**config.mk**
```make
export PLATFORM = sky130hd
export DESIGN_NAME = pokey_io_regs
export DESIGN_NICKNAME = d
export VERILOG_FILES = /design/src/rtl/pokey_io_regs.sv
export SDC_FILE = /design/constraint.sdc
export NUM_CORES = 1
export LEC_CHECK = 0
export CELL_PAD_IN_SITES_DETAIL_PLACEMENT = 2
export CELL_PAD_IN_SITES_GLOBAL_PLACEMENT = 2
export CORE_ASPECT_RATIO = 1.4
export CORE_MARGIN = 5
export CORE_UTILIZATION = 28
export CTS_BUF_LIST = sky130_fd_sc_hd__clkbuf_4 sky130_fd_sc_hd__clkbuf_8 sky130_fd_sc_hd__clkbuf_16
export CTS_CLUSTER_SIZE = 24
export DETAILED_ROUTE_END_ITERATION = 10
export PLACE_DENSITY = 0.71
export REMOVE_ABC_BUFFERS = 1
export SYNTH_ARGS = -nofsm -noshare
export SYNTH_HDL_FRONTEND = slang
export SYNTH_SLANG_ARGS = --single-unit
```
**constraint.sdc**
```tcl
create_clock -name o2 -period 1.8 [get_ports o2]
set_input_delay 0.54 -clock o2 [delete_from_list [all_inputs] [get_ports o2]]
set_output_delay 0.54 -clock o2 [all_outputs]
set_load 0.02 [all_outputs]
```
**src/rtl/pokey_io_regs.sv**
```systemverilog
// POKEY-style CPU register file: pot scan latches, ALLPOT, keyboard code,
// key interrupt and SKSTAT, with a three-state pot scan FSM.
module pokey_io_regs (
  input  logic       o2,
  input  logic       rst_L,
  input  logic       cs,
  input  logic       rw,
  input  logic [3:0] addr,
  input  logic [7:0] data_in,
  output logic [7:0] data_out,
  input  logic [7:0] pot0_in,
  input  logic [7:0] pot1_in,
  input  logic [7:0] pot_scan,
  input  logic [3:0] keycode_in,
  output logic       potgo,
  output logic       irq_L
);

  typedef enum logic [1:0] {IDLE, SCAN, DONE} pot_st_e;

  localparam logic [7:0] LAST_LINE = 8'd227;
  localparam logic [7:0] NO_CAP    = 8'd228;

  pot_st_e    state_q, state_d;
  logic [7:0] cnt_q, cnt_d;
  logic [7:0] pot0_q, pot0_d, pot1_q, pot1_d;
  logic       cap0_q, cap0_d, cap1_q, cap1_d;
  logic [7:0] allpot_q, allpot_d;
  logic       potgo_q, potgo_d;
  logic [3:0] key_q, key_d;
  logic [3:0] kbcode_q, kbcode_d;
  logic       keypend_q, keypend_d;
  logic       ovr_q, ovr_d;
  logic [7:0] irqen_q, irqen_d;

  logic wr_en, potgo_wr, irqen_wr, key_evt;

  assign wr_en    = cs & ~rw;
  assign potgo_wr = wr_en && (addr == 4'hB);
  assign irqen_wr = wr_en && (addr == 4'hE);
  // Comparing against the registered code catches both press and key-change.
  assign key_evt  = (keycode_in != 4'h0) && (keycode_in != key_q);

  always_comb begin
    state_d   = state_q;
    cnt_d     = cnt_q;
    pot0_d    = pot0_q;
    pot1_d    = pot1_q;
    cap0_d    = cap0_q;
    cap1_d    = cap1_q;
    allpot_d  = allpot_q;
    potgo_d   = potgo_wr;
    key_d     = keycode_in;
    kbcode_d  = kbcode_q;
    keypend_d = keypend_q;
    ovr_d     = ovr_q;
    irqen_d   = irqen_q;

    if (state_q == SCAN) begin
      cnt_d    = cnt_q + 8'd1;
      allpot_d = allpot_q & ~pot_scan;
      if (pot_scan[0] && !cap0_q) begin
        pot0_d = pot0_in;
        cap0_d = 1'b1;
      end
      if (pot_scan[1] && !cap1_q) begin
        pot1_d = pot1_in;
        cap1_d = 1'b1;
      end
      if (cnt_q == LAST_LINE) begin
        state_d  = DONE;
        allpot_d = 8'h00;
        if (!cap0_d) pot0_d = NO_CAP;
        if (!cap1_d) pot1_d = NO_CAP;
      end
    end

    // Restart overrides whatever the scan did this cycle, including DONE entry.
    if (potgo_wr) begin
      state_d  = SCAN;
      cnt_d    = 8'd0;
      allpot_d = 8'hFF;
      pot0_d   = 8'h00;
      pot1_d   = 8'h00;
      cap0_d   = 1'b0;
      cap1_d   = 1'b0;
    end

    if (irqen_wr) begin
      irqen_d = data_in;
      if (!data_in[6]) begin
        keypend_d = 1'b0;
        ovr_d     = 1'b0;
      end
    end

    if (key_evt) begin
      kbcode_d  = keycode_in;
      keypend_d = 1'b1;
      if (keypend_q) ovr_d = 1'b1;
    end
  end

  always_ff @(posedge o2 or negedge rst_L) begin
    if (!rst_L) begin
      state_q   <= IDLE;
      cnt_q     <= 8'd0;
      pot0_q    <= 8'h00;
      pot1_q    <= 8'h00;
      cap0_q    <= 1'b0;
      cap1_q    <= 1'b0;
      allpot_q  <= 8'h00;
      potgo_q   <= 1'b0;
      key_q     <= 4'h0;
      kbcode_q  <= 4'h0;
      keypend_q <= 1'b0;
      ovr_q     <= 1'b0;
      irqen_q   <= 8'h00;
    end else begin
      state_q   <= state_d;
      cnt_q     <= cnt_d;
      pot0_q    <= pot0_d;
      pot1_q    <= pot1_d;
      cap0_q    <= cap0_d;
      cap1_q    <= cap1_d;
      allpot_q  <= allpot_d;
      potgo_q   <= potgo_d;
      key_q     <= key_d;
      kbcode_q  <= kbcode_d;
      keypend_q <= keypend_d;
      ovr_q     <= ovr_d;
      irqen_q   <= irqen_d;
    end
  end

  always_comb begin
    data_out = 8'h00;
    if (cs && rw) begin
      case (addr)
        4'h0:    data_out = pot0_q;
        4'h1:    data_out = pot1_q;
        4'h8:    data_out = allpot_q;
        4'h9:    data_out = {4'h0, kbcode_q};
        4'hE:    data_out = ~{1'b0, keypend_q, 6'b0};
        4'hF:    data_out = {2'b11, ~ovr_q, 2'b11, (key_q == 4'h0), 2'b11};
        default: data_out = 8'h00;
      endcase
    end
  end

  assign potgo = potgo_q;
  assign irq_L = ~(keypend_q & irqen_q[6]);

endmodule

```
After elaboration in Yosys (flattened, before gate mapping)
Index checks and enable logic that the tools add are counted.

Output and inout port bits: 10. Word-level logic and storage cells: 83. Input bits: 44. Bits in registers: 54.

Reductions and logical operators: 16. Muxes and demuxes: 35. Equality and inequality tests: 10. Add/sub/neg operators: 1. Bitwise operators: 8.

Operator list (number): 8-bit two-way mux (16); 8-bit case mux with 6 select lines (1); 4-bit == test (second input constant) (5); 1-bit two-way mux (15); 8-bit by 1-bit adder with 8-bit output (second input constant) (1); 8-bit bitwise AND (1); 8-bit == test (second input constant) (1); 4-bit zero test (2); 7-bit NOT with 8-bit output (1); 8-bit NOT (1); 1-bit logical AND (6); 2-bit two-way mux (3); 2-bit nonzero test (3); 4-bit by 1-bit == test with 1-bit output (second input constant) (1); 4-bit != test (1); 2-bit AND reduction (2); 4-bit nonzero test (1); 1-bit NOT (3); 1-bit bitwise AND (2); 2-bit by 1-bit == test with 1-bit output (second input constant) (1); 1-bit zero test (2); 2-bit by 1-bit != test with 1-bit output (second input constant) (1).

Depth between registers and ports, before layout
Depth after elaboration: 8. Depth in mapped cells: 7. Mapped depth without buffers: 5.

Worst setup path before layout
No wires, ideal clock.

Path type: input-to-output. From: in addr[3]. To: out data_out[0]. Arrival: 1517 ps. Cell stages on the path: 5. Path slack: -257 ps. Buffers on the path: 1. Cells stage by stage: buf_2 -> nand3_2 -> o21ai_0 -> nand3_1 -> a21oi_1.

Longest elaborated chain between the ends: 3. Elaborated cells between the ends (all ways): 8.

RTL lines: from (decl) (RTL line 8) `input logic [3:0] addr,`; 4-bit == test, or another cell as far along (RTL line 139) `case (addr)`; 8-bit case mux with 6 select lines * (RTL line 139); 8-bit two-way mux * (RTL line 138) `if (cs && rw) begin`; to (decl) (RTL line 10) `output logic [7:0] data_out,`.

Mark *: on every way between the ends. The rest lies on a longest branch, timed or not.

Worst setup path in the final report
From: reg key_q[2]. To: out data_out[2].

Longest elaborated chain between the ends: 3.

RTL lines: from (decl) (RTL line 30) `logic [3:0] key_q, key_d;`; from (signal assigned) (RTL line 128) `key_q <= key_d;`; 4-bit zero test (RTL line 145) `4'hF: data_out = {2'b11, ~ovr_q, 2'b11, (key_q == 4'h0), 2'b11};`; 8-bit case mux with 6 select lines (RTL line 139); 8-bit two-way mux (RTL line 138).

Every way passes these cells.

==> metrics.cfg <==
[status]
status=finished, violations left
violations=negative setup slack

[timing]
period_minus_slack_ns=2.162
fin_skew_ns=0.005492
fmax_mhz=462.6
setup_viol=8
worst_pin_slew_ns=0.3206
slew_violations=0
rsz0062_at_grt=true
hold_viol=0
fin_ws_ns=-0.3619
slew_headroom_pct=78.63
period_share_pct=120.1

[clocking]
cts_htree_levels=2
clk_pin_slew_ns=0.07
worstSkewPairLatency_ns=0.29
cts_made_buffers=5
cts_sinks=48
root_buffer=clkbuf_16
cts_buffer_depth=2
cts_tree=yes

[critical_path]
crit_chain=or4_4, a21oi_2, a21oi_2, nor2_1, buf_4
ff2ff_path_depth=6
arrival_ns=1.62
worstPathRequired_ns=1.26
crit_path_frequent_cell=a21oi_2
crit_path_top_delay_cell=or4_4
critical_path.max_stage_delay_ns=0.54
rrSetupSlack_ns=0.19
r2r-end=pot0_q[0]$_DFFE_PN0P_
crit_type=flip-flop to output pin
start_kind=flip-flop
setup.worst_path.end_class=output pin
reg2reg_from=cnt_q[0]$_DFFE_PN0P_
critPathLaunch=key_q[2]$_DFF_PN0_
critPathMaxFanout=2

[hold_path]
hold_class=input port to asynchronous set/reset pin

[yosys]
synthTopCellsByCount=dfrtp_1, nand2_1, a21oi_1
synth_ff_type=dfrtp_1
ys_warn_count=0
synth.area.top_cells=dfrtp_1, nand2_1, a21oi_1
async_flop_share_pct=100.0
synth.cell_area_sq_um=2416
synth_cell_types=40
synth_top_area_share_pct=49.72
syn_area_per_cell_sq_um=10.55
synth_area_leader_cell=dfrtp_1
ys_seq_area_share_pct=49.72
ys_seq_elements=48
synth_edf_count=0
synth_most_common_cell=dfrtp_1
synthCells=229

[place]
hpwl_um=5915
dpl_cell_area_sq_um=3337
portBuffers=46
gp_congestion=0.8003

[floorplanning]
start_util_pct=28.40
die_w_um=88.51
rows=40
io_pins=54
die_area_sq_um=10610
core-area_sq_um=8508
fp.dieH_um=119.9

[routing]
drtIter0Drc=45
drc_errors=0
ant_nets=0
wl_per_cell_um=19.20
routed_wl_um=8331
vias=2127
drt-pass1-iter-count=4
via_per_inst=4.901

[power]
p_per_area_nw_per_um2=1112
irDropWorstVdd_uv=420.4
cellLeakagePower_nw=1.588

[grt]
grt_pass1_vias=2538
grt_max_degree=49
grt_pass1_wl_um=13590
grt_overflow=0
grtUsageTotal_pct=17.09
grt_antenna_before_repair=0

[final_layout]
final_layout_size_suffix_gt1_share_pct=37.69
multiInputGateArea_sq_um=1222
register_area_sq_um=1201
area_delta_synth_final_pct=51.79
final_nets=373
final_util_pct=43.10
antennaDiodeCount=0
stdcell_area_sq_um=3667
num-fill-cells=935

[run]
cap_violations=0

worst max-delay path: cells and delay by family, from the launching register on:
kind,cells,cell delay [ns]
compound gates,2,0.19
buf+inv,1,0.14
flops,1,0.38
simple gates,2,0.62
registers in the layout, summed over array words and instances (netlist names):
signal     cells
key_q          4
cap0_q         1
cnt_q          8
ovr_q          1
cap1_q         1
pot0_q         8
irqen_q        1
potgo          1
pot1_q         8
keypend_q      1
state_q        2
allpot_q       8
kbcode_q       4
per-stage QoR:
stage                     setup WS [ns]  TNS (ns)  instances  hold WS, ns  total power [mW]
after global placement           -1.228    -26.07        420       0.4943             2.941
after CTS                       -0.3650    -2.009        434       0.2374             4.110
after global routing            -0.4211    -2.413        434       0.2592             4.368
final                           -0.3619    -1.975        434       0.2274             4.078
after detailed placement         -1.223    -27.32        420       0.4944             3.042
after floorplan                 -0.1046   -0.7322        220       0.2444             2.359
final cells by class:
type                       instances  area share [%]
multi-input combinational        166           33.33
sequential                        48           32.75
timing repair buffer             101           25.52
clock buffer                       7           3.992
tap                              105           3.582
inverter                           6          0.6141
clock inverter                     1          0.2047
repair_timing:
action	in CTS	in global routing
gates cloned	2	0
gates resized for setup	96	8
setup endpoints to repair	46	11
hold buffers	0	0
buffers inserted	4	0
pin swaps	17	4
routing by layer:
| layer | vias up | GRT usage [%] | part of all wire [%] |
|---|---|---|---|
| met2 | 37 | 32.30 | 57 |
| met4 | 0 | 5.198 | 1.8 |
| met1 | 1078 | 19.20 | 38 |
| li1 | 1003 | - | - |
| met3 | 9 | 2.266 | 2.8 |
| met5 | - | 0 | 0 |
logic make-up (layout without fill, tap and decap cells):
kind of cell,after synthesis,in the layout,share of synthesized area [%]
xor+xnor,10,10,3.625
simple gates,91,91,20.09
flops,48,48,49.72
compound gates,52,52,14.66
mux,12,12,7.509
buf+inv,15,115,3.884
fa+ha+maj,1,1,0.5178
worst max-delay path by stage:
stage	endpoint	slack [ns]
after floorplan	data_out[0]	-0.10
after global placement	data_out[4]	-1.23
after detailed placement	data_out[0]	-1.22
after CTS	data_out[2]	-0.36
after global routing	data_out[2]	-0.42
final	data_out[2]	-0.36
where the power goes:
part	leakage [nW]	switching, mW	internal (mW)
sequential	0.576	0.300	1.42
clock	0.0736	0.407	0.569
combinational	0.938	0.602	0.780
layout by cell type (no fill, tap or decap), types with 4 or more instances in the layout:
master           count
mux4_2               4
buf_12               4
dfrtp_1             48
nand3_1              9
clkbuf_16            5
a21oi_1             13
clkdlybuf4s50_1     29
o221a_1              5
inv_1                4
o21ai_0             11
nor2_1              12
nand2b_1             4
a21oi_2             11
buf_6                6
nor2_4               4
nand2_1             38
mux2i_1              4
buf_4               54
xnor2_1              8
Power figures use the tool's default switching activity.
